## src/rtl/pkt_gen_pacer.sv

```systemverilog
`default_nettype none
// ============================================================================
// Module   : pkt_gen_pacer
// Purpose  : Per-port pacing stage placed in front of one packet generator
//            selector input. It enforces a programmable idle gap between
//            packets, counts forwarded packets and stops after a programmed
//            packet limit. A 2-entry output FIFO buffers the words.
// Ports    : clk, reset_n        - clock, synchronous active-low reset
//            in_data/ctrl/wr     - upstream word, ctrl and write strobe
//            in_rdy              - word can be accepted this cycle
//            out_data/ctrl/wr    - word, ctrl and write strobe to selector
//            out_rdy             - selector can take a word
//            enable              - allow new packets to start
//            gap_cycles          - idle cycles between EOP and next SOP
//            max_pkts            - packet limit, 0 = unlimited
//            pkt_count, done     - packets accepted, limit reached
//            pkt_bytes           - cumulative payload bytes (optional)
// Options  : define PKT_GEN_PACER_BYTE_CNT_EN to add the pkt_bytes output
//            and its byte-counting logic.
// Revision : 1.0 - initial release
// ============================================================================
module pkt_gen_pacer #(
   parameter int DATA_WIDTH = 64,
   parameter int CTRL_WIDTH = DATA_WIDTH / 8,
   parameter int CNT_WIDTH  = 32
) (
   input  logic                  clk,
   input  logic                  reset_n,
   input  logic [DATA_WIDTH-1:0] in_data,
   input  logic [CTRL_WIDTH-1:0] in_ctrl,
   input  logic                  in_wr,
   output logic                  in_rdy,
   output logic [DATA_WIDTH-1:0] out_data,
   output logic [CTRL_WIDTH-1:0] out_ctrl,
   output logic                  out_wr,
   input  logic                  out_rdy,
   input  logic                  enable,
   input  logic [CNT_WIDTH-1:0]  gap_cycles,
   input  logic [CNT_WIDTH-1:0]  max_pkts,
   output logic [CNT_WIDTH-1:0]  pkt_count,
   output logic                  done
`ifdef PKT_GEN_PACER_BYTE_CNT_EN
   ,
   output logic [CNT_WIDTH-1:0]  pkt_bytes
`endif
);

   typedef enum logic [2:0] {
      S_WAIT_SOP = 3'd0,
      S_IN_HDR   = 3'd1,
      S_IN_PAY   = 3'd2,
      S_GAP      = 3'd3,
      S_DONE     = 3'd4
   } state_t;

   state_t                state;
   logic [CNT_WIDTH-1:0]  gap_cnt;
   logic                  enable_q;
   logic [CNT_WIDTH-1:0]  count_next;

   // ---------------------------------------------------------------------
   // 2-entry output FIFO
   // ---------------------------------------------------------------------
   logic [DATA_WIDTH-1:0] fifo_data [2];
   logic [CTRL_WIDTH-1:0] fifo_ctrl [2];
   logic                  wr_ptr;
   logic                  rd_ptr;
   logic [1:0]            fifo_cnt;
   logic                  fifo_space;
   logic                  fifo_empty;
   logic                  accept;
   logic                  drain;

   assign fifo_space = ~fifo_cnt[1];
   assign fifo_empty = (fifo_cnt == 2'd0);
   assign accept     = in_wr & in_rdy;
   assign drain      = out_wr;

   assign out_wr   = reset_n & ~fifo_empty & out_rdy;
   assign out_data = fifo_data[rd_ptr];
   assign out_ctrl = fifo_ctrl[rd_ptr];

   always_ff @(posedge clk) begin
      if (!reset_n) begin
         wr_ptr   <= 1'b0;
         rd_ptr   <= 1'b0;
         fifo_cnt <= 2'd0;
         for (int i = 0; i < 2; i++) begin
            fifo_data[i] <= '0;
            fifo_ctrl[i] <= '0;
         end
      end else begin
         if (accept) begin
            fifo_data[wr_ptr] <= in_data;
            fifo_ctrl[wr_ptr] <= in_ctrl;
            wr_ptr            <= ~wr_ptr;
         end
         if (drain) begin
            rd_ptr <= ~rd_ptr;
         end
         case ({accept, drain})
            2'b10:   fifo_cnt <= fifo_cnt + 2'd1;
            2'b01:   fifo_cnt <= fifo_cnt - 2'd1;
            default: fifo_cnt <= fifo_cnt;
         endcase
      end
   end

   // ---------------------------------------------------------------------
   // Ready generation: only WAIT_SOP is gated by enable/done, so dropping
   // enable mid-packet never stalls a packet already in flight.
   // ---------------------------------------------------------------------
   always_comb begin
      in_rdy = 1'b0;
      case (state)
         S_WAIT_SOP: in_rdy = enable & ~done & fifo_space;
         S_IN_HDR,
         S_IN_PAY:   in_rdy = fifo_space;
         default:    in_rdy = 1'b0;
      endcase
      in_rdy = in_rdy & reset_n;
   end

   assign count_next = pkt_count + CNT_WIDTH'(1);

`ifdef PKT_GEN_PACER_BYTE_CNT_EN
   // ctrl[i] set on the EOP word means CTRL_WIDTH-i valid bytes
   // (MSB set = one byte, LSB set = full word).
   function automatic logic [CNT_WIDTH-1:0] eop_bytes(input logic [CTRL_WIDTH-1:0] c);
      logic [CNT_WIDTH-1:0] v;
      v = '0;
      for (int i = 0; i < CTRL_WIDTH; i++) begin
         if (c[i]) v = CNT_WIDTH'(CTRL_WIDTH - i);
      end
      return v;
   endfunction

   // ctrl=0 payload words seen so far in the current packet (EOP excluded)
   logic [CNT_WIDTH-1:0] pay_cnt;
`endif

   // ---------------------------------------------------------------------
   // Pacing state machine
   // ---------------------------------------------------------------------
   always_ff @(posedge clk) begin
      if (!reset_n) begin
         state     <= S_WAIT_SOP;
         gap_cnt   <= '0;
         enable_q  <= 1'b0;
         pkt_count <= '0;
         done      <= 1'b0;
`ifdef PKT_GEN_PACER_BYTE_CNT_EN
         pay_cnt   <= '0;
         pkt_bytes <= '0;
`endif
      end else begin
         enable_q <= enable;
         case (state)
            S_WAIT_SOP: begin
               if (accept) begin
                  state <= (in_ctrl != '0) ? S_IN_HDR : S_IN_PAY;
`ifdef PKT_GEN_PACER_BYTE_CNT_EN
                  pay_cnt <= (in_ctrl == '0) ? CNT_WIDTH'(1) : '0;
`endif
               end
            end
            S_IN_HDR: begin
               if (accept && in_ctrl == '0) begin
                  state <= S_IN_PAY;
`ifdef PKT_GEN_PACER_BYTE_CNT_EN
                  pay_cnt <= pay_cnt + CNT_WIDTH'(1);
`endif
               end
            end
            S_IN_PAY: begin
               if (accept) begin
                  if (in_ctrl == '0) begin
`ifdef PKT_GEN_PACER_BYTE_CNT_EN
                     pay_cnt <= pay_cnt + CNT_WIDTH'(1);
`endif
                  end else begin
                     // EOP: the limit is only compared here, so a limit
                     // lowered below the running count waits for wrap.
                     pkt_count <= count_next;
`ifdef PKT_GEN_PACER_BYTE_CNT_EN
                     pkt_bytes <= pkt_bytes + pay_cnt * CNT_WIDTH'(CTRL_WIDTH)
                                  + eop_bytes(in_ctrl);
`endif
                     if (max_pkts != '0 && count_next == max_pkts) begin
                        state <= S_DONE;
                        done  <= 1'b1;
                     end else if (gap_cycles != '0) begin
                        state   <= S_GAP;
                        gap_cnt <= gap_cycles - CNT_WIDTH'(1);
                     end else begin
                        state <= S_WAIT_SOP;
                     end
                  end
               end
            end
            S_GAP: begin
               if (gap_cnt == '0) state <= S_WAIT_SOP;
               else               gap_cnt <= gap_cnt - CNT_WIDTH'(1);
            end
            S_DONE: begin
               // Restart only on a falling edge of enable.
               if (enable_q && !enable) begin
                  state     <= S_WAIT_SOP;
                  pkt_count <= '0;
                  done      <= 1'b0;
`ifdef PKT_GEN_PACER_BYTE_CNT_EN
                  pkt_bytes <= '0;
`endif
               end
            end
            default: state <= S_WAIT_SOP;
         endcase
      end
   end

endmodule
`default_nettype wire

```

## config.mk

```make
export PLATFORM = sky130hd
export DESIGN_NAME = pkt_gen_pacer
export DESIGN_NICKNAME = d
export VERILOG_FILES = /design/src/rtl/pkt_gen_pacer.sv
export SDC_FILE = /design/constraint.sdc
export NUM_CORES = 1
export LEC_CHECK = 0
export CORE_MARGIN = 2
export CORE_UTILIZATION = 40
export CTS_BUF_LIST = sky130_fd_sc_hd__clkbuf_8
export DETAILED_ROUTE_END_ITERATION = 10
export GPL_ROUTABILITY_DRIVEN = 0
export MAX_ROUTING_LAYER = met4
export PLACE_DENSITY_LB_ADDON = 0.2
export SKIP_LAST_GASP = 1
export SYNTH_ARGS = -nofsm -noshare
export SYNTH_HDL_FRONTEND = slang
export SYNTH_SLANG_ARGS = --single-unit
export TNS_END_PERCENT = 50
```

## constraint.sdc

```tcl
create_clock -name clk -period 13.2 [get_ports clk]
set_clock_uncertainty 0.2 [all_clocks]
set_input_delay 3.96 -clock clk [delete_from_list [all_inputs] [get_ports clk]]
set_output_delay 3.96 -clock clk [all_outputs]
set_load 0.02 [all_outputs]
```

==> Word-level counts from Yosys, hierarchy flattened <==
Memory sizes are Yosys's and may differ from the RTL's. A register that Yosys moved wholly into a read port is not among the register bits.
Cells that the tools add are included.
{ "totals": {"input_bits": 141, "out_inout_bits": 107, "wordCells": 105, "register_bits": 73, "memories": 2, "ramBits": 144} }
{ "classes": {"n_eq_ne": 17, "muxes": 41, "n_addsub": 5, "reduce_logical": 21, "n_bitwise": 11} }
{ "mem_list": {"columns": ["memory", "depth", "word_bits", "rd", "rd_ports_with_merged_regs", "wr", "line", "rtl"], "rows": [
  ["fifo_data", 2, 64, 1, 1, 2, "64", "logic [DATA_WIDTH-1:0] fifo_data [2];"],
  ["fifo_ctrl", 2, 8, 1, 1, 2, "65", "logic [CTRL_WIDTH-1:0] fifo_ctrl [2];"]
]} }
{ "ops": {"columns": ["cell", "n"], "rows": [
  ["two-way mux 32 bit", 8],
  ["case mux 32 bit (2 select lines)", 2],
  ["two-way mux 64 bit", 1],
  ["nonzero test 32 bit", 2],
  ["OR reduction 64 bit", 1],
  ["subtractor 32 x 1 -> 32 bit, second input constant", 2],
  ["adder 32 x 1 -> 32 bit, second input constant", 1],
  ["equality test 32 bit", 1],
  ["logical NOT 32 bit", 1],
  ["two-way mux 3 bit", 7],
  ["inequality test 2 bit, second input constant", 10],
  ["two-way mux 1 bit", 16],
  ["case mux 3 bit (5 select lines)", 1],
  ["AND reduction 6 bit", 2],
  ["logical NOT 8 bit", 1],
  ["two-way mux 8 bit", 1],
  ["nonzero test 8 bit", 1],
  ["OR reduction 8 bit", 1],
  ["AND 1 bit", 6],
  ["equality test 3 x 2 -> 1 bit, second input constant", 2],
  ["nonzero test 2 bit", 3],
  ["inverter 1 bit", 5],
  ["AND reduction 5 bit", 1],
  ["two-way mux 2 bit", 2],
  ["other kinds (14)", 17]
]} }

==> Logic depth before layout (Yosys ltp) <==
Gate-level depths: netlist of the first run.
{ "logic_depth": {"ltp_word": 11, "mapped_depth": 16, "mapped_depth_nobuf": 10} }

==> Least setup slack after synthesis of the first run <==
No wires, ideal clock.
{ "synth_path": {"path_kind": "input to register", "startpoint": "input port reset_n", "endpoint": "memory fifo_ctrl[0][0] in the netlist's numbering, enable pin", "setup_ns": 0.603, "arrival_ns": 10.510, "n_path_buf": 0, "required_ns": 12.397, "stages": 5, "setup_slack_ns": 1.888, "cell_sequence": "inv_1 > or3_1 > a211oi_1 > nand2_1 > o21ai_0"} }
{ "synth_rtl": {"columns": ["item", "line", "rtl"], "rows": [
  ["start: declaration", "28", "input logic reset_n,"],
  ["end: declaration", "65", null]
]} }

==> Final worst setup path of the first run <==
{ "layout_path": {"startpoint": "input port reset_n", "endpoint": "output port in_rdy"} }
{ "layout_between": {"elab_chain_cells": 1} }
{ "layout_lines": {"columns": ["item", "line", "rtl"], "rows": [
  ["AND 1 bit", "121", "in_rdy = in_rdy & reset_n;"],
  ["end: declaration", "32", "output logic in_rdy,"]
]} }
Every way passes these cells.

==> results.cfg, run 1 <==
[worst_setup_path]
critPathRequiredTime_ns = 9.04
max_stage_delay_ns = 0.74
crit_chain = clkdlybuf4s50_1, buf_4, inv_2, or3_1, a211oi_1, clkdlybuf4s50_1
crit_arrival_ns = 6.53
endpoint_kind = output port
crit_buf_inv = 4
r2r_start = pkt_count[3]
cp_top_family = buffers and inverters
cp.depth = 6
endpoint = in_rdy
criticalPathCategory = in2out
crit_fanout = 33
slowest_stage = clkdlybuf4s50_1
crit_path_start_kind = input pin
r2r_end = gap_cnt[30]
crit_path_start = reset_n
worstRegToRegCells = 10
crit_top_cell = clkdlybuf4s50_1
worst-r2r-setup-slack_ns = 7.96

[synth]
async_reset_ff_frac = 0
synth_edf_count = 144
netlist.area_leader.share = 0.353
yosysTopAreaCell = edfxtp_1
synth_area_leaders = edfxtp_1 (35%), dfxtp_1 (12%), and2_1 (7.7%)
ys_ff_latch = 218
muxShareOfSynthArea = 0.0804
synth_top_family_by_area = simple AND/OR/NAND/NOR gates
yosysUniqueCellTypes = 66
yosys_warnings = 0
synthFlopType = edfxtp_1
syn-num-nets = 1402
synth_adder_area_share = 0.00306
syn_avg_cell_area_um2 = 9.74
syn_inst = 1258
netlist_area_um2 = 12300
synthXorXnorAreaFrac = 0.0365
synth_compound_area_frac = 0.128
synthSimpleGateAreaFrac = 0.246
yosysSeqAreaShare = 0.474

[timing]
final_hold_viol_count = 0
worst_slew_pin_slew_ns = 1.13
relSlewSlack = 0.246
slew_viol_final = 0
layout_min_cycle_time_ns = 10.69
fmax_ghz = 0.0936
rsz0062_at_grt = no
final.setup.tns_ns = 0
timing.hold.ws_ns = 0.275
setup_viol = 0
period_share = 0.810

[grt]
grtUsageMet1 = 0.280
grt_use_met3 = 0.0481
grt_pass1_wl_um = 54600
antenna_found_initial = 1
met2_usage = 0.354
grt_pass1_vias = 10200
grt_busiest_layer = met2
grt_max_degree = 73
grt-ovfl-total = 0
grt.total_usage = 0.220

[pwr]
switching_share = 0.245
p_comb_frac = 0.132
vdd_ir_drop_max_uv = 60.2
pwr-share-seq = 0.467
powerDensity_nw_per_um2 = 105
p_int_w = 0.00125
power_switching_w = 0.000406
clkPwrFrac = 0.401
total_power_w = 0.00165
leakage_nw = 5.59

[clock_network]
cts_setup_buffers = 0
clk_pin_slew_ns = 0.05
numCtsBuffers = 40
cts_max_path_buffers = 3
cts_resized = 0
clock_sinks = 218
htree_levels = 2
hold_buffers = 0
cts_root_buf = clkbuf_8
cts_tree = done
clk_latency_ns = 0.53

[placement]
hpwl_um = 22700
portBuffers = 247

[die]
initial_utilization = 0.404
die_x_um = 179
io_pins = 248
dieArea_um2 = 32000
row_count = 64
die_h_um = 179
core_um2 = 30300

[final_layout]
drive_gt1_frac = 0.109
areaGrowthSynthToFinish_pct = 29.1
nNetsFinal = 1616

[detailed_routing]
routedWlPerCell_um = 18.4
dr.first_iter.drc_count = 676
first_pass_iters = 5
via_per_inst = 5.57
vias = 10600
postRouteAntennaNets = 0
drt-total-wl_um = 35000
drc = 0

[job]
drv_cap = 0

[run_status]
status = complete, no violations

[hold_path]
hold_path.class = reg2reg
[state kept, by name, summed over array words and instances, names as in the netlist, named ones only]
| register | count |
|---|---|
| done | 1 |
| enable_q | 1 |
| fifo_cnt | 2 |
| fifo_ctrl | 16 |
| fifo_data | 128 |
| gap_cnt | 32 |
| pkt_count | 32 |
| rd_ptr | 1 |
| state | 3 |
| wr_ptr | 1 |
[worst register-to-register path, cell delays in order, from the launching register on]
cell and delay, ns:
dfxtp_1 0.51, nand4_1 0.45, or4_1 0.82, or4_1 0.68, or4b_1 0.53, a32oi_1 0.30
nand4_1 0.14, buf_4 0.24, a21oi_4 0.78, nor3_1 0.12, or3_1 0.36
[through the flow]
stage | instance area [um2] | utilization | setup slack (ns) | cells
floorplan | 12300 | - | 1.89 | 1258
global placement | 15000 | 0.494 | 2.59 | 1826
detailed placement | 15000 | 0.494 | 2.57 | 1826
CTS | 15800 | 0.521 | 2.54 | 1898
global route | 15800 | 0.521 | 2.37 | 1899
finish | 15800 | 0.521 | 2.51 | 1900
[cell usage after synthesis (7+ instances only)]
master     instances
a211oi_1           8
a21o_1             7
a21oi_1           66
a31oi_1           15
and2_1           151
and3_1             7
buf_2             10
clkbuf_1          65
dfxtp_1           74
edfxtp_1         144
inv_1              8
mux2_2            75
mux2i_1           14
nand2_1           83
nand2b_1           8
nand3_1           20
nand4_1           18
nor2_1           106
nor3_1            43
nor3b_1            9
nor4_1            44
o2111ai_1          7
o211ai_1          16
o21ai_0           62
o22ai_1            8
o31ai_1            7
or2_2             10
or3_1             26
or4_1             10
xnor2_1           39
xor2_1            12
[cell usage in the layout, fill, tap and decap left out, types with 12 or more instances in the layout]
master           instances
nor3_1                  43
nand3_1                 20
nand4_1                 18
mux2i_1                 14
xor2_1                  12
o211ai_1                16
nand2_1                 83
or3_1                   26
mux2_2                  75
nor4_1                  44
clkdlybuf4s50_1        247
dfxtp_1                 73
nor2_1                 104
edfxtp_1               144
a31oi_1                 15
o21ai_0                 60
xnor2_1                 39
inv_1                   24
a21oi_1                 66
clkbuf_8                46
and2_1                 151
buf_4                   13
[final cells by class]
type	count	area, um2
tap	396	495
fill	2819	14500
antenna	2	5.00
timing repair buffer	260	2570
clock inverter	26	186
multi-input combinational	944	6090
clock buffer	46	633
inverter	8	30.0
sequential	218	5810
[cells by family after synthesis]
family | after synthesis
AOI/OAI and AO/OA | 243
adders and majority gates | 3
and+or+nand+nor | 558
muxes | 89
buffers and inverters | 96
xor gates and xnor gates | 51
DFF | 218
[worst min path at each step]
stage / from / end / slack [ns] / depth (start not counted)
finish: gap_cnt[31] / gap_cnt[31] / 0.28 / 2
global route: gap_cnt[22] / gap_cnt[22] / 0.33 / 2
CTS: gap_cnt[31] / gap_cnt[31] / 0.27 / 2
detailed placement: gap_cnt[31] / gap_cnt[31] / 0.27 / 2
global placement: gap_cnt[31] / gap_cnt[31] / 0.27 / 2
floorplan: gap_cnt[31] / gap_cnt[31] / 0.25 / 2
[per-layer routing]
metal	up-vias	part of all wire
met5	-	0
met2	354	0.47
met3	69	0.080
met1	5073	0.43
met4	0	0.021
li1	5082	-
[power groups by stage]
stage	combinational, W	sequential [W]	clock, W
2_1_floorplan	0.000108	0.000783	0
3_3_place_gp	0.000217	0.000786	0
3_5_place_dp	0.000219	0.000788	0
4_1_cts	0.000220	0.000773	0.000683
5_1_grt	0.000233	0.000776	0.000716
6_report	0.000218	0.000773	0.000664
(Power assumes the default switching activity.)
==> run 2, diff against run 1 <==
Clock period 13.2 ns to 8.8 ns, I/O delays scaled along.
==> run 2 against run 1 <==
Cell count decreased by 0.16%. Final area decreased by 0.66%. Sequential power increased by 50%. Setup slack got worse by 1.2 ns. Critical path depth decreased by 1. Sequential share of layout area increased by 0.25 points. Core utilization decreased by 0.35 points. Combinational power increased by 50%. Worst hold slack improved by 0.027 ns. Critical path type unchanged. Highest routed layer unchanged.
==> results.cfg, run 2 (synthesized netlist as in run 1, its figures left out) <==
[timing]
period_share = 0.850
relSlewSlack = 0.243
slew_viol_final = 0
fmax_ghz = 0.134
rsz0062_at_grt = no
layout_min_cycle_time_ns = 7.48
timing.hold.ws_ns = 0.302
setup_viol = 0
worst_slew_pin_slew_ns = 1.14
final_hold_viol_count = 0

[detailed_routing]
dr.first_iter.drc_count = 645
first_pass_iters = 5
routedWlPerCell_um = 18.5
postRouteAntennaNets = 0
via_per_inst = 5.55
vias = 10500
drc = 0
drt-total-wl_um = 35000

[worst_setup_path]
crit_path_start = reset_n
r2r_start = pkt_count[3]
worstRegToRegCells = 9
criticalPathCategory = in2out
crit_arrival_ns = 4.64
crit_path_start_kind = input pin
endpoint_kind = output port
crit_fanout = 4
critPathRequiredTime_ns = 5.96
worst-r2r-setup-slack_ns = 3.06
r2r_end = gap_cnt[17]

[final_layout]
final_area_um2 = 15700
layout_common_cells = clkdlybuf4s50_1 (247), and2_1 (151), edfxtp_1 (144), nor2_1 (104), nand2_1 (83)
fin_util = 0.518
diodes = 0
largest_reg_flops = 128
reg.largest.list = fifo_data: 128 flops, gap_cnt: 32 flops, pkt_count: 32 flops
drive_gt1_frac = 0.107
areaGrowthSynthToFinish_pct = 28.3
final_common_cell = clkdlybuf4s50_1
largest_register = fifo_data
final_cells = 1897
nNetsFinal = 1616

[grt]
grt_pass1_vias = 10000
antenna_found_initial = 0
grt_max_degree = 73
grt_pass1_wl_um = 54000
grt-ovfl-total = 0
grt.total_usage = 0.218

[clock_network]
cts_max_path_buffers = 3
cts_tree = done
cts_setup_buffers = 0
cts_resized = 0
clk_pin_slew_ns = 0.06
numCtsBuffers = 40
htree_levels = 2
clk_latency_ns = 0.52
cts_root_buf = clkbuf_8
hold_buffers = 0
clock_sinks = 218

[placement]
hpwl_um = 22700
portBuffers = 247
dpl-instance-area_um2 = 15000
post-place-cells = 1826

[die]
row_count = 64
initial_utilization = 0.404
die_h_um = 179
core_um2 = 30300
dieArea_um2 = 32000
die_x_um = 179
io_pins = 248

[pwr]
leakage_nw = 5.54
vdd_ir_drop_max_uv = 72.7
powerDensity_nw_per_um2 = 152

[run_status]
status = complete, no violations

[hold_path]
hold_path.class = reg2reg
hp-start = gap_cnt[11]
holdPathEnd = gap_cnt[11]
holdPathStages = 2

[job]
drv_cap = 0
==> run 2: cell count changes in the layout (fill, tap and decap cells not counted) <==
| cell | previous run | this run |
|---|---|---|
| inv_1 | 24 | 23 |
| diode_2 | 2 | 0 |
| clkinv_1 | 3 | 6 |
| a21oi_4 | 1 | 0 |
| bufinv_16 | 3 | 1 |
| a21oi_2 | 0 | 1 |
| clkbuf_8 | 46 | 42 |
| clkinv_2 | 1 | 4 |
==> run 2: power breakdown <==
| part | switching, W | internal, W |
|---|---|---|
| sequential | 0.0000201 | 0.00114 |
| combinational | 0.000158 | 0.000170 |
| clock | 0.000426 | 0.000471 |
| total | 0.000603 | 0.00178 |
==> run 2: area by class of cell <==
class                           instances  area, um2
Fill cell                            2788      14600
Multi-Input combinational cell        944       6080
Sequential cell                       218       5810
Timing Repair Buffer                  260       2570
Clock buffer                           42        578
Tap cell                              396        495
Clock inverter                         29        149
Inverter                                8       30.0
==> run 2: layer usage <==
layer | up-vias | track usage | part of all wire
li1 | 5078 | - | -
met1 | 5027 | 0.289 | 0.44
met2 | 362 | 0.341 | 0.46
met3 | 54 | 0.0437 | 0.077
met4 | 0 | 0.0596 | 0.020
met5 | - | - | 0
==> run 2: worst max-delay path: stages <==
cell             delay [ns]
clkdlybuf4s50_1        0.49
inv_2                  0.04
or3_1                  0.31
a211oi_1               0.43
clkdlybuf4s50_1        0.72
==> run 2: worst max-delay path by stage <==
stage,slack [ns],end,depth (start not counted)
after floorplan,-1.19,fifo_ctrl[0][0],5
after global placement,1.37,in_rdy,5
after detailed placement,1.34,in_rdy,5
after CTS,1.32,in_rdy,5
after global routing,1.20,in_rdy,5
final,1.32,in_rdy,5
==> run 2: stage by stage <==
step | setup slack (ns) | total power [W] | TNS, ns
3_5_place_dp | 1.34 | 0.00151 | 0
3_3_place_gp | 1.37 | 0.00151 | 0
2_1_floorplan | -1.19 | 0.00134 | -171.71
6_report | 1.32 | 0.00238 | 0
5_1_grt | 1.20 | 0.00249 | 0
4_1_cts | 1.32 | 0.00242 | 0
==> run 3, diff against run 2 <==
Clock period 8.8 ns to 6.63 ns, I/O delays scaled along.
==> run 3 against run 2 <==
Highest routed layer unchanged. Core utilization rose by 0.18 points. Critical endpoint unchanged. Flip-flop and latch count did not move. Power rose by 31%. Clock-buffer cell count rose by 1. First-iteration DRC count rose by 7.9%. Critical path depth did not move. Cell count rose by 0.26%. Critical path type unchanged. Largest power group unchanged.
==> results.cfg, run 3 (synthesized netlist as in run 1, its figures left out) <==
[final_layout]
areaGrowthSynthToFinish_pct = 28.7
drive_gt1_frac = 0.110
nNetsFinal = 1624
largest_reg_flops = 128
final_area_um2 = 15800
diodes = 0
layout_common_cells = clkdlybuf4s50_1 (247), and2_1 (151), edfxtp_1 (144), nor2_1 (104), nand2_1 (83)
reg.largest.list = fifo_data: 128 flops, gap_cnt: 32 flops, pkt_count: 32 flops
final_common_cell = clkdlybuf4s50_1
n_fill_cell = 2805
largest_register = fifo_data

[hold_path]
hp-start = gap_cnt[31]
hold_path.class = reg2reg
holdPathStages = 2
holdPathEnd = gap_cnt[31]

[clock_network]
cts_root_buf = clkbuf_8
cts_setup_buffers = 0
htree_levels = 2
clk_pin_slew_ns = 0.06
clock_sinks = 218
clk_latency_ns = 0.52
cts_tree = done
cts_resized = 0
hold_buffers = 0
cts_max_path_buffers = 3
numCtsBuffers = 40

[worst_setup_path]
slowest_stage = clkdlybuf4s50_1
crit_fanout = 2
r2r_start = pkt_count[3]
cp_top_family = buffers and inverters
endpoint_kind = output port
crit_arrival_ns = 3.88
crit_chain = clkdlybuf4s50_1, inv_2, or3_1, a211oi_1, clkdlybuf4s50_1
crit_buf_inv = 3
criticalPathCategory = in2out
r2r_end = gap_cnt[8]
worstRegToRegCells = 10
crit_path_start_kind = input pin
max_stage_delay_ns = 0.68
worst-r2r-setup-slack_ns = 1.25
critPathRequiredTime_ns = 4.44
crit_top_cell = clkdlybuf4s50_1

[timing]
worst_slack_ns = 0.561
worst_slew_pin_slew_ns = 1.14
relSlewSlack = 0.236
slew_viol_final = 0
period_share = 0.915
setup_viol = 0
layout_min_cycle_time_ns = 6.07
final_hold_viol_count = 0
fmax_ghz = 0.165
rsz0062_at_grt = no

[grt]
grt_busiest_layer = met2
grt_use_met3 = 0.0443
grt_pass1_vias = 10200
met2_usage = 0.357
grt_pass1_wl_um = 54200
antenna_found_initial = 0
grt.total_usage = 0.220
grtUsageMet1 = 0.274
grt_max_degree = 73
grt-ovfl-total = 0

[run_status]
status = complete, no violations

[die]
row_count = 64
core_um2 = 30300
io_pins = 248
initial_utilization = 0.404
die_h_um = 179
die_x_um = 179
dieArea_um2 = 32000

[placement]
pre_cts_ws_ns = 0.607
dpl-instance-area_um2 = 15100
hpwl_um = 23600
portBuffers = 247

[detailed_routing]
drc = 0
dr.first_iter.drc_count = 696
vias = 10700
routedWlPerCell_um = 18.6
drt-total-wl_um = 35400
via_per_inst = 5.63
first_pass_iters = 5
postRouteAntennaNets = 0

[pwr]
vdd_ir_drop_max_uv = 85.2
powerDensity_nw_per_um2 = 198
leakage_nw = 5.56

[job]
drv_cap = 0
-- run 3: stage by stage --
stage | power [W] | setup TNS [ns] | hold WS [ns] | std cells | util
floorplan | 0.00177 | -111.16 | 0.254 | 1258 | -
global placement | 0.00200 | 0 | 0.265 | 1834 | 0.497
detailed placement | 0.00201 | 0 | 0.272 | 1834 | 0.497
CTS | 0.00317 | 0 | 0.280 | 1902 | 0.520
global route | 0.00327 | 0 | 0.318 | 1902 | 0.520
finish | 0.00313 | 0 | 0.286 | 1902 | 0.520
-- run 3: worst max path at each step --
stage,from,endpoint,slack (ns),depth (start not counted)
6_report,reset_n,in_rdy,0.56,5
5_1_grt,reset_n,in_rdy,0.51,5
4_1_cts,reset_n,in_rdy,0.58,5
3_5_place_dp,reset_n,in_rdy,0.61,5
3_3_place_gp,reset_n,in_rdy,0.63,5
2_1_floorplan,reset_n,fifo_ctrl[1][0],-0.77,5
-- run 3: power breakdown --
part / internal, W / total [W] / switching [W] / leakage [nW]
Sequential: 0.00151 / 0.00154 / 0.0000267 / 2.10
Combinational: 0.000229 / 0.000441 / 0.000212 / 3.06
Clock: 0.000594 / 0.00115 / 0.000558 / 0.407
-- run 3: tightest hold or removal path, cell delays in order, from the launching register on --
cell and delay, ns:
dfxtp_1 0.31, o21ai_0 0.07, a21oi_1 0.07
-- run 3: final cells by class --
type | instances | area (um2) | share of cell area
clock buffers | 43 | 592 | 0.0375
clock inverters | 25 | 105 | 0.00666
inverters | 8 | 30.0 | 0.00190
multi-input cells | 944 | 6080 | 0.386
flip-flops and latches | 218 | 5810 | 0.368
well taps | 396 | 495 | 0.0314
repair buffers | 268 | 2660 | 0.168
-- run 3: per-layer routing --
metal | vias to the layer above | share of wire
li1 | 5097 | -
met1 | 5152 | 0.43
met2 | 378 | 0.47
met3 | 77 | 0.080
met4 | 0 | 0.025
met5 | - | 0
